File: config.mk
export PLATFORM = sky130hd
export DESIGN_NAME = mdu_flat
export DESIGN_NICKNAME = d
export VERILOG_FILES = /design/src/rtl/mdu_if.sv /design/src/rtl/mdu.sv /design/src/flat_wrapper.sv
export SDC_FILE = /design/constraint.sdc
export NUM_CORES = 1
export LEC_CHECK = 0
export CAP_MARGIN = 0
export CORE_AREA = 2 2 164 166
export CTS_BUF_LIST = sky130_fd_sc_hd__clkbuf_16
export DETAILED_ROUTE_END_ITERATION = 8
export DIE_AREA = 0 0 166 168
export PLACE_DENSITY = 0.81
export SLEW_MARGIN = 30
export SYNTH_ARGS = -nofsm -noshare
export SYNTH_HDL_FRONTEND = slang
export SYNTH_SLANG_ARGS = --single-unit
export TNS_END_PERCENT = 20
File: constraint.sdc
create_clock -name clk -period 8.3 [get_ports clk]
set_clock_uncertainty 0.1 [all_clocks]
set_input_delay 1.66 -clock clk [delete_from_list [all_inputs] [get_ports clk]]
set_output_delay 1.66 -clock clk [all_outputs]
set_load 0.005 [all_outputs]
File: src/rtl/mdu_if.sv
// Operand, HI/LO write and result bundle between the execute stage and the mdu.
interface mdu_if #(parameter int WIDTH = 32);
   logic             start;
   logic [1:0]       op;
   logic [WIDTH-1:0] a;
   logic [WIDTH-1:0] b;
   logic             hi_we;
   logic             lo_we;
   logic [WIDTH-1:0] wdata;
   logic             busy;
   logic             done;
   logic             dz;
   logic [WIDTH-1:0] hi;
   logic [WIDTH-1:0] lo;

   modport slave (
      input  start, op, a, b, hi_we, lo_we, wdata,
      output busy, done, dz, hi, lo
   );

   modport master (
      output start, op, a, b, hi_we, lo_we, wdata,
      input  busy, done, dz, hi, lo
   );
endinterface

File: src/rtl/mdu.sv
// Iterative MIPS multiply/divide unit: shift-add multiply, restoring divide,
// sign fix-up in a final cycle, plus the architectural HI/LO registers.
module mdu #(
   parameter int WIDTH = 32
) (
   input  logic clk,
   input  logic rst,
   mdu_if.slave bus
);
   localparam int CW = $clog2(WIDTH);

   typedef enum logic [1:0] {S_IDLE, S_CALC, S_FIXUP} state_t;

   state_t           r_state, w_next;
   logic [CW-1:0]    r_cnt;
   logic             r_div;
   logic             r_neg_q;
   logic             r_neg_r;
   logic             r_dzp;
   logic             r_dz;
   logic             r_done;
   logic [WIDTH-1:0] r_x;
   logic [WIDTH:0]   r_ph;
   logic [WIDTH-1:0] r_pl;
   logic [WIDTH-1:0] r_hi;
   logic [WIDTH-1:0] r_lo;

   // Operand decode at the start edge. A zero divisor forces the unsigned
   // view so the divider naturally yields quotient all-ones, remainder a.
   logic             w_div, w_bz, w_sgn, w_a_neg, w_b_neg;
   logic [WIDTH-1:0] w_a_mag, w_b_mag;

   assign w_div   = bus.op[1];
   assign w_bz    = w_div & (bus.b == '0);
   assign w_sgn   = ~bus.op[0] & ~w_bz;
   assign w_a_neg = w_sgn & bus.a[WIDTH-1];
   assign w_b_neg = w_sgn & bus.b[WIDTH-1];
   assign w_a_mag = w_a_neg ? -bus.a : bus.a;
   assign w_b_mag = w_b_neg ? -bus.b : bus.b;

   logic [WIDTH:0]   w_madd, w_msum, w_shl, w_diff;

   assign w_madd = {1'b0, r_ph[WIDTH-1:0]} + {1'b0, r_x};
   assign w_msum = r_pl[0] ? w_madd : {1'b0, r_ph[WIDTH-1:0]};
   assign w_shl  = {r_ph[WIDTH-1:0], r_pl[WIDTH-1]};
   assign w_diff = w_shl - {1'b0, r_x};

   logic [2*WIDTH-1:0] w_prod, w_prod_s;
   logic [WIDTH-1:0]   w_quo, w_rem;

   assign w_prod   = {r_ph[WIDTH-1:0], r_pl};
   assign w_prod_s = r_neg_q ? -w_prod : w_prod;
   assign w_quo    = r_neg_q ? -r_pl : r_pl;
   assign w_rem    = r_neg_r ? -r_ph[WIDTH-1:0] : r_ph[WIDTH-1:0];

   always_ff @(posedge clk or posedge rst) begin
      if (rst) r_state <= S_IDLE;
      else     r_state <= w_next;
   end

   always_comb begin
      w_next = r_state;
      case (r_state)
         S_IDLE:  if (bus.start) w_next = S_CALC;
         S_CALC:  if (r_cnt == CW'(WIDTH-1)) w_next = S_FIXUP;
         S_FIXUP: w_next = S_IDLE;
         default: w_next = S_IDLE;
      endcase
   end

   always_ff @(posedge clk or posedge rst) begin
      if (rst) begin
         r_cnt   <= '0;
         r_div   <= 1'b0;
         r_neg_q <= 1'b0;
         r_neg_r <= 1'b0;
         r_dzp   <= 1'b0;
         r_dz    <= 1'b0;
         r_done  <= 1'b0;
         r_x     <= '0;
         r_ph    <= '0;
         r_pl    <= '0;
         r_hi    <= '0;
         r_lo    <= '0;
      end else begin
         r_done <= 1'b0;
         case (r_state)
            S_IDLE: begin
               if (bus.hi_we) r_hi <= bus.wdata;
               if (bus.lo_we) r_lo <= bus.wdata;
               if (bus.start) begin
                  r_div   <= w_div;
                  r_neg_q <= w_a_neg ^ w_b_neg;
                  r_neg_r <= w_div & w_a_neg;
                  r_dzp   <= w_bz;
                  r_dz    <= 1'b0;
                  r_cnt   <= '0;
                  r_ph    <= '0;
                  // Multiply: x = multiplicand, P_lo = multiplier.
                  // Divide:   x = divisor,      P_lo = dividend.
                  r_x     <= w_div ? w_b_mag : w_a_mag;
                  r_pl    <= w_div ? w_a_mag : w_b_mag;
               end
            end
            S_CALC: begin
               r_cnt <= r_cnt + CW'(1);
               if (!r_div) begin
                  r_ph <= {1'b0, w_msum[WIDTH:1]};
                  r_pl <= {w_msum[0], r_pl[WIDTH-1:1]};
               end else if (!w_diff[WIDTH]) begin
                  r_ph <= w_diff;
                  r_pl <= {r_pl[WIDTH-2:0], 1'b1};
               end else begin
                  r_ph <= w_shl;
                  r_pl <= {r_pl[WIDTH-2:0], 1'b0};
               end
            end
            S_FIXUP: begin
               r_done <= 1'b1;
               r_dz   <= r_dzp;
               if (r_div) begin
                  r_hi <= w_rem;
                  r_lo <= w_quo;
               end else begin
                  r_hi <= w_prod_s[2*WIDTH-1:WIDTH];
                  r_lo <= w_prod_s[WIDTH-1:0];
               end
            end
            default: ;
         endcase
      end
   end

   assign bus.busy = (r_state != S_IDLE);
   assign bus.done = r_done;
   assign bus.dz   = r_dz;
   assign bus.hi   = r_hi;
   assign bus.lo   = r_lo;
endmodule

File: src/flat_wrapper.sv
// flat-port wrapper written by rule: the top's interface ports become plain ports
module mdu_flat 
#(
   parameter int WIDTH = 32
)
  (clk, rst, bus_start, bus_op, bus_a, bus_b, bus_hi_we, bus_lo_we, bus_wdata, bus_busy, bus_done, bus_dz, bus_hi, bus_lo);
  mdu_if #(.WIDTH(WIDTH)) bus_i ();
  input  logic clk;
  input  logic rst;
  input wire logic [$bits(bus_i.start)-1:0] bus_start;
  input wire logic [$bits(bus_i.op)-1:0] bus_op;
  input wire logic [$bits(bus_i.a)-1:0] bus_a;
  input wire logic [$bits(bus_i.b)-1:0] bus_b;
  input wire logic [$bits(bus_i.hi_we)-1:0] bus_hi_we;
  input wire logic [$bits(bus_i.lo_we)-1:0] bus_lo_we;
  input wire logic [$bits(bus_i.wdata)-1:0] bus_wdata;
  output wire logic [$bits(bus_i.busy)-1:0] bus_busy;
  output wire logic [$bits(bus_i.done)-1:0] bus_done;
  output wire logic [$bits(bus_i.dz)-1:0] bus_dz;
  output wire logic [$bits(bus_i.hi)-1:0] bus_hi;
  output wire logic [$bits(bus_i.lo)-1:0] bus_lo;
  assign bus_i.start = bus_start;
  assign bus_i.op = bus_op;
  assign bus_i.a = bus_a;
  assign bus_i.b = bus_b;
  assign bus_i.hi_we = bus_hi_we;
  assign bus_i.lo_we = bus_lo_we;
  assign bus_i.wdata = bus_wdata;
  assign bus_busy = bus_i.busy;
  assign bus_done = bus_i.done;
  assign bus_dz = bus_i.dz;
  assign bus_hi = bus_i.hi;
  assign bus_lo = bus_i.lo;
  mdu #(.WIDTH(WIDTH)) u_core (.clk(clk), .rst(rst), .bus(bus_i));
endmodule
### Word-level counts from Yosys, hierarchy flattened

Cells that the tools add are included.

| word-level totals | value |
|---|---|
| register bits | 173 |
| input bits | 103 |
| output and inout bits | 67 |
| logic and storage cells | 77 |

| operators by class | value |
|---|---|
| add/sub/neg operators | 8 |
| equality and inequality tests | 7 |
| muxes and demuxes | 30 |
| bitwise operators | 8 |
| reductions and logical operators | 11 |

Operators with widths:

| kind | number |
|---|---|
| $mux 32 | 15 |
| $pmux 32 s2 | 4 |
| $neg 32->32 | 4 |
| $mux 64 | 1 |
| $neg 64->64 | 1 |
| $add 32x32->33 | 1 |
| $mux 33 | 1 |
| $sub 33x32->33 | 1 |
| $logic_not 32->1 | 1 |
| $reduce_and 2->1 | 6 |
| $pmux 5 s2 | 1 |
| $ne 2x2->1 const B | 3 |
| $reduce_bool 2->1 | 3 |
| $add 5x1->5 const B | 1 |
| $and 1x1->1 | 5 |
| $eq 5x5->1 const B | 1 |
| $mux 5 | 1 |
| $mux 2 | 2 |
| $pmux 2 s2 | 1 |
| $mux 1 | 3 |
| $eq 2x1->1 const B | 1 |
| $eq 2x2->1 const B | 1 |
| $logic_not 2->1 | 1 |
| $ne 2x1->1 const B | 1 |
| 3 further kinds | 4 |

### Longest topological paths before layout

Gate-level depths: netlist (run 1).

| logic depth | value |
|---|---|
| depth after elaboration | 9 |
| depth in mapped cells | 16 |
| depth with buffers taken out | 13 |

### Worst setup path after synthesis (run 1)

No wires, ideal clock.

| path | value |
|---|---|
| kind | input-to-reg |
| start point | input port bus_a[6] |
| end point | register u_core.r_pl[28] |
| library setup time | 0.134 ns |
| arrival time | 4.259 ns |
| required time | 8.066 ns |
| path slack | 3.808 ns |
| stages | 10 |
| buffers on the path | 0 |
| cells stage by stage | or4_1 or4_1 or4_1 nand2b_1 or2_1 o31ai_1 xor2_1 nor2_1 a21oi_1 a21oi_1 |

| on the way | value |
|---|---|
| word-level cells in the longest chain between the ends | 5 |

Ends and longest elaborated chain:

| element | line | RTL |
|---|---|---|
| start: declaration | flat_wrapper.sv:12 | `input wire logic [$bits(bus_i.a)-1:0] bus_a;` |
| $neg 32->32 | mdu.sv:38 | `assign w_a_mag = w_a_neg ? -bus.a : bus.a;` |
| $mux 32 | mdu.sv:38 |  |
| $mux 32 | mdu.sv:102 | `r_pl <= w_div ? w_a_mag : w_b_mag;` |
| $mux 32 | mdu.sv:91 | `if (bus.start) begin` |
| $pmux 32 s2 | mdu.sv:87 | `case (r_state)` |
| end signal: assignment | mdu.sv:102 |  |
| end signal: assignment | mdu.sv:109 | `r_pl <= {w_msum[0], r_pl[WIDTH-1:1]};` |
| end signal: assignment | mdu.sv:112 | `r_pl <= {r_pl[WIDTH-2:0], 1'b1};` |
| end: declaration | mdu.sv:24 | `logic [WIDTH-1:0] r_pl;` |

Every way passes these cells. The select of a mux whose other input is x is not followed.
A chain may end at the register's enable or synchronous reset.

### Worst setup path after layout (run 1)

Ends and elaborated chain as after synthesis.

==> results.py, run 1 <==
metrics = {
    "yosys": {
        "postSynthCellCount": 1899,
        "synth_nets": 2074,
        "synth.top_cells.by_count": "o21ai_0, a21oi_1, nand2_1",
        "synth_edf_count": 0,
        "synth_top_area_share_pct": 29.0,
        "ys_async_sr_fraction_pct": 100,
        "synth_area_leader_cell": "dfrtp_1",
        "seq_area_frac_synth_pct": 29.0,
        "synth_top_flop_cell": "dfrtp_1",
        "yosysUniqueCellTypes": 80,
        "syn_area_um2": 14900,
        "syn_avg_cell_area_um2": 7.87,
        "yosysWarnings": 0,
        "synthTopCellsByArea": "dfrtp_1, o21ai_0, a21oi_1, ha_1, xnor2_1",
        "ys_seq_elements": 173,
        "yosysMostFrequentCell": "o21ai_0",
    },
    "floorplan": {
        "fp.dieArea_um2": 27900,
        "ioPinCount": 170,
        "initial_core_util_pct": 56.7,
        "rows": 60,
        "core_um2": 26400,
        "die_x_um": 166,
        "die_y_um": 168,
    },
    "cells_and_area": {
        "area_growth_pct": 16.4,
        "diodes": 0,
        "fin_nets": 2153,
        "drive_above_1_share_pct": 4.72,
    },
    "sta": {
        "worst_pin_slew_ps": 823,
        "setup_violations": 0,
        "fin_crit_ps": 4860,
        "hold_violations": 0,
        "fin_setup_tns_ps": 0,
        "relSlewSlack_pct": 45.1,
        "finalMaxSlewViolations": 0,
        "timing.final.crit_share_pct": 58.5,
        "rsz0062_at_grt": "false",
        "fmaxAchievable_mhz": 206,
    },
    "critical_path": {
        "critPathRequiredTime_ps": 8500,
        "worstPathCellList": "clkdlybuf4s50_1, or4_1, or4_1, or4_1, nand2b_1, or2_1, o31ai_1, xor2_1, nor2_1, a21oi_1, a21oi_1",
        "critPathArrivalTime_ps": 5060,
        "reg2reg_depth": 13,
        "reg2reg_from": "u_core.r_ph[0]",
        "cp-start-kind": "input port",
        "crit_slowest_cell": "or4_1",
        "path_max_fanout": 5,
        "crit_top_cell": "or4_1",
        "r2r_end": "u_core.r_ph[18]",
        "worstSetupPathType": "input port to register",
        "rrSetupSlack_ps": 3590,
        "cpPeakStageDelay_ps": 620,
        "worst_setup_path_end_kind": "register",
    },
    "power": {
        "combPwrFrac_pct": 66.4,
        "p_leak_nw": 7.26,
        "power.switching_mw": 4.36,
        "peakVddDrop_mv": 0.344,
        "p_int_mw": 4.10,
        "design_power_total_mw": 8.47,
        "swShare_pct": 51.5,
        "p_clk_share_pct": 9.8,
        "pwr-share-seq_pct": 23.8,
        "p_per_area_nw_per_um2": 486,
    },
    "min_path": {
        "whs_endpoint": "u_core.bus.lo[15]",
        "hold_path_class": "register to register",
        "min_from": "u_core.bus.lo[15]",
        "hold_depth": 2,
    },
    "routing": {
        "wl_um": 54000,
        "via_per_inst": 6.64,
        "dr_total_vias": 15500,
        "drc": 0,
        "post_drt_wl_per_cell_um": 23.1,
        "first_pass_iters": 5,
        "drtAntennaViolNets": 0,
        "drt-initial-drc-count": 2071,
    },
    "cts": {
        "cts_buffers": 17,
        "cts_tree": "done",
        "cts_max_level": 4,
        "cts-root-buf": "clkbuf_16",
        "post_cts_buffers": 0,
        "holdBufCountCts": 0,
        "cts.clk_slew.worst_paths_ps": 90,
        "clkSinkCount": 173,
        "clock_latency_ps": 460,
        "clock_path_buffers": 2,
        "post_cts_resized": 0,
    },
    "global_route": {
        "grt_use_met1_pct": 51.2,
        "track_usage_pct": 38.1,
        "met2_usage_pct": 58.2,
        "grt_pass1_vias": 14200,
        "global_route.usage.met3_pct": 7.87,
        "grt_pass1_wl_um": 82900,
        "grt_max_degree": 100,
        "grt_remaining_overflow": 0,
        "grt.busiest_layer": "met2",
        "antenna_found_initial": 2,
    },
    "placed_design": {
        "gp_congestion": 1.01,
        "hpwl_um": 41400,
        "port_buffers": 169,
    },
    "outcome": {
        "status": "complete, no violations",
    },
    "run": {
        "drv_cap": 0,
    },
}
## per-stage QoR
| step | cell area [um^2] | setup slack (ps) | cells | utilization [%] | hold WS (ps) |
|---|---|---|---|---|---|
| floorplan | 14900 | 1850 | 1899 | - | 346 |
| global route | 17400 | 3310 | 2332 | 66.1 | 407 |
| detailed placement | 16800 | 3050 | 2300 | 63.8 | 369 |
| global placement | 16700 | 3030 | 2298 | 63.5 | 359 |
| CTS | 17400 | 3500 | 2332 | 66.0 | 387 |
| finish | 17400 | 3440 | 2332 | 66.1 | 383 |
## flip-flops by register name, summed over array words and instances (netlist names)
signal and flops:
u_core.r_div 1, u_core.r_x 32, u_core.r_cnt 5, u_core.bus.hi 32, u_core.bus.done 1, u_core.r_neg_q 1
u_core.r_pl 32, u_core.bus.dz 1, u_core.r_state 2, u_core.r_ph 32, u_core.r_neg_r 1, u_core.r_dzp 1
u_core.bus.lo 32
## worst max path at each step
stage	start	end	slack [ps]	cells after the start
floorplan	rst	u_core.bus.done	1850	1
global placement	bus_b[0]	u_core.r_x[20]	3030	11
detailed placement	bus_a[5]	u_core.r_pl[28]	3050	11
CTS	bus_a[5]	u_core.r_pl[28]	3500	11
global route	bus_a[5]	u_core.r_pl[28]	3310	11
finish	bus_a[6]	u_core.r_pl[28]	3440	11
## critical path: cells and delay by family
family	cells	cell delay, ps
AND/OR/NAND/NOR	6	2260
buffers and inverters	1	450
XOR/XNOR	1	220
AO/OA/AOI/OAI	3	490
## per-layer routing
metal / vias up / routed length (um)
met3: 153 / 5420
met4: 2 / 3080
met5: - / 11
met2: 895 / 23400
met1: 7347 / 22100
li1: 7082 / -
## cells by family (layout without fill, tap and decap cells)
| family | count (synthesis) | count (layout) | share of synthesized area [%] |
|---|---|---|---|
| AO/OA/AOI/OAI | 680 | 680 | 28.2 |
| XOR/XNOR | 164 | 164 | 9.61 |
| adder cells (fa/ha/maj) | 72 | 72 | 6.13 |
| buffers and inverters | 191 | 283 | 4.90 |
| flip-flops | 173 | 173 | 29.0 |
| multiplexers | 74 | 74 | 4.98 |
| AND/OR/NAND/NOR | 545 | 545 | 17.3 |
## placed cells by master, fill, tap and decap left out, drive strengths merged, types with 33 or more instances in the layout
cell type and instances:
nor3 52, nor2 140, ha 70, xor2 64, o21ai 212, mux2i 71
o31ai 33, a21o 42, a21oi 190, clkdlybuf4s50 168, inv 69, nand2 189
xnor2 100, dfrtp 173
## power groups by stage
stage / Sequential, mW / Clock (mW) / Combinational (mW)
2_1_floorplan: 1.60 / 0 / 4.05
3_3_place_gp: 1.96 / 0 / 5.38
3_5_place_dp: 1.98 / 0 / 5.49
4_1_cts: 1.96 / 0.827 / 5.51
5_1_grt: 2.04 / 0.866 / 6.15
6_report: 2.02 / 0.828 / 5.62
## cell type report
class                           count  area [um^2]
Clock buffer                       17          425
Tap cell                          341          427
Multi-Input combinational cell   1535         9940
Sequential cell                   173         4330
Inverter                           63          244
Clock inverter                     15          174
Timing Repair Buffer              188         1870
Fill cell                        2233         8940
Note: power is estimated with default switching activity, not from simulation.
==> run 2, diff against run 1 <==
--- a/config.mk
+++ b/config.mk
@@ -6,11 +6,11 @@
 export NUM_CORES = 1
 export LEC_CHECK = 0
 export CAP_MARGIN = 0
-export CORE_AREA = 2 2 164 166
+export CORE_AREA = 2 2 171 173
 export CTS_BUF_LIST = sky130_fd_sc_hd__clkbuf_16
 export DETAILED_ROUTE_END_ITERATION = 8
-export DIE_AREA = 0 0 166 168
-export PLACE_DENSITY = 0.81
+export DIE_AREA = 0 0 173 175
+export PLACE_DENSITY = 0.79
 export SLEW_MARGIN = 30
 export SYNTH_ARGS = -nofsm -noshare
 export SYNTH_HDL_FRONTEND = slang
==> constraint.sdc (replaced) <==
create_clock -name clk -period 3.9 [get_ports clk]
set_clock_uncertainty 0.1 [all_clocks]
set_input_delay 0.78 -clock clk [delete_from_list [all_inputs] [get_ports clk]]
set_output_delay 0.78 -clock clk [all_outputs]
set_load 0.005 [all_outputs]
==> results.py, run 2 (synthesis results as in run 1) <==
metrics = {
    "critical_path": {
        "worst_setup_path_end_kind": "register",
        "path_max_fanout": 5,
        "cp-start-kind": "register",
        "rrSetupSlack_ps": 130,
        "reg2reg_from": "u_core.r_pl[16]",
        "critPathArrivalTime_ps": 3980,
        "r2r_end": "u_core.bus.hi[29]",
        "critPathRequiredTime_ps": 4110,
        "worstSetupPathType": "register to register",
        "reg2reg_depth": 10,
    },
    "floorplan": {
        "initial_core_util_pct": 52.6,
        "die_y_um": 175,
        "rows": 62,
        "core_um2": 28400,
        "fp.dieArea_um2": 30300,
        "ioPinCount": 170,
        "die_x_um": 173,
    },
    "sta": {
        "rsz0062_at_grt": "false",
        "fin_ws_ps": 129,
        "setup_violations": 0,
        "worst_pin_slew_ps": 931,
        "hold_violations": 0,
        "relSlewSlack_pct": 37.9,
        "timing.final.crit_share_pct": 96.7,
        "fmaxAchievable_mhz": 265,
        "fin_crit_ps": 3770,
        "finalMaxSlewViolations": 0,
    },
    "global_route": {
        "track_usage_pct": 37.2,
        "antenna_found_initial": 0,
        "grt_remaining_overflow": 0,
        "grt_pass1_vias": 14900,
        "grt_pass1_wl_um": 87000,
        "grt_max_degree": 112,
    },
    "routing": {
        "drtAntennaViolNets": 0,
        "first_pass_iters": 6,
        "drc": 0,
        "wl_um": 57600,
        "post_drt_wl_per_cell_um": 22.9,
        "via_per_inst": 6.39,
        "dr_total_vias": 16000,
        "drt-initial-drc-count": 2136,
    },
    "cts": {
        "cts_max_level": 4,
        "cts-root-buf": "clkbuf_16",
        "clock_latency_ps": 450,
        "post_cts_buffers": 0,
        "cts_tree": "done",
        "cts.clk_slew.worst_paths_ps": 80,
        "clkSinkCount": 173,
        "post_cts_resized": 0,
        "cts_buffers": 17,
        "clock_path_buffers": 2,
        "holdBufCountCts": 0,
    },
    "min_path": {
        "min_from": "u_core.bus.lo[1]",
        "whs_endpoint": "u_core.bus.lo[1]",
        "hold_path_class": "register to register",
        "hold_depth": 2,
    },
    "placed_design": {
        "dp.cells": 2479,
        "gp_congestion": 0.983,
        "port_buffers": 169,
        "hpwl_um": 45000,
        "dp_slack_ps": -254,
    },
    "cells_and_area": {
        "area_growth_pct": 23.8,
        "layout_commonest_cell": "o21ai_0",
        "final_cell_mix": "o21ai_0, a21oi_1, nand2_1, dfrtp_1, clkdlybuf4s50_1",
        "drive_above_1_share_pct": 10.9,
        "stdcell_count": 2513,
        "fin_nets": 2289,
    },
    "power": {
        "pwr-share-seq_pct": 19.2,
        "swShare_pct": 49.8,
        "design_power_total_mw": 19.0,
        "combPwrFrac_pct": 71.4,
        "p_int_mw": 9.56,
        "p_per_area_nw_per_um2": 1030,
        "peakVddDrop_mv": 0.592,
        "p_leak_nw": 7.90,
        "power.switching_mw": 9.48,
        "p_clk_share_pct": 9.4,
    },
    "run": {
        "drv_cap": 0,
    },
    "outcome": {
        "status": "complete, no violations",
    },
}
-- run 2: cell types whose count changed in the layout (fill, tap and decap cells not counted), sizes merged --
cell / delta
diode: +2
bufinv: +2
buf: +136
clkinv: -9
inv: +3
clkinvlp: +4
-- run 2: worst max-delay path by stage --
stage	from	end	slack [ps]	cells after the start
finish	u_core.r_pl[16]	u_core.bus.hi[29]	130	10
global route	u_core.r_pl[31]	u_core.r_ph[31]	3	14
CTS	u_core.r_pl[31]	u_core.r_ph[31]	20	14
detailed placement	bus_a[6]	u_core.r_pl[28]	-250	11
global placement	bus_a[6]	u_core.r_pl[28]	-320	11
floorplan	u_core.r_ph[0]	u_core.r_ph[3]	140	15
-- run 2: worst max-delay path: stages, from the launching register on --
cell	delay [ps]
dfrtp_1	390
or4_4	600
or3_4	410
or4_4	500
or4_4	580
nor2_4	170
a31oi_1	90
a21oi_1	180
nand2_1	90
xnor2_1	330
o221ai_1	180
-- run 2: layout make-up --
| cell class | count | area, um^2 |
|---|---|---|
| flip-flops and latches | 173 | 4330 |
| clock inverters | 15 | 173 |
| repair buffers | 324 | 2900 |
| well taps | 384 | 480 |
| multi-input cells | 1535 | 9960 |
| clock buffers | 17 | 425 |
| diodes | 2 | 5.00 |
| fillers | 2500 | 9880 |
| inverters | 63 | 240 |
-- run 2: through the flow --
stage	utilization (%)	instance area (um^2)	hold slack [ps]	setup TNS, ps
finish	65.2	18500	382	0
global route	65.2	18500	415	0
CTS	65.1	18500	383	0
detailed placement	63.0	17900	367	-715
global placement	63.0	17900	359	-818
floorplan	-	15000	346	0
-- run 2: power by group through the flow --
| stage | Combinational [mW] | Clock [mW] | Sequential (mW) |
|---|---|---|---|
| final | 13.6 | 1.80 | 3.66 |
| after global routing | 14.6 | 1.88 | 3.72 |
| after CTS | 13.2 | 1.80 | 3.60 |
| after detailed placement | 13.1 | 0 | 3.63 |
| after global placement | 12.9 | 0 | 3.61 |
| after floorplan | 8.62 | 0 | 3.40 |
-- run 2: routing by layer --
layer / part of all wire [%] / track usage [%] / wire length (um) / up-vias
met3: 10 / 8.62 / 5980 / 158
met2: 44 / 58.0 / 25200 / 970
met4: 5.0 / 17.1 / 2910 / 0
met5: 0 / 0 / 0 / -
li1: - / - / - / 7357
met1: 41 / 49.2 / 23500 / 7563
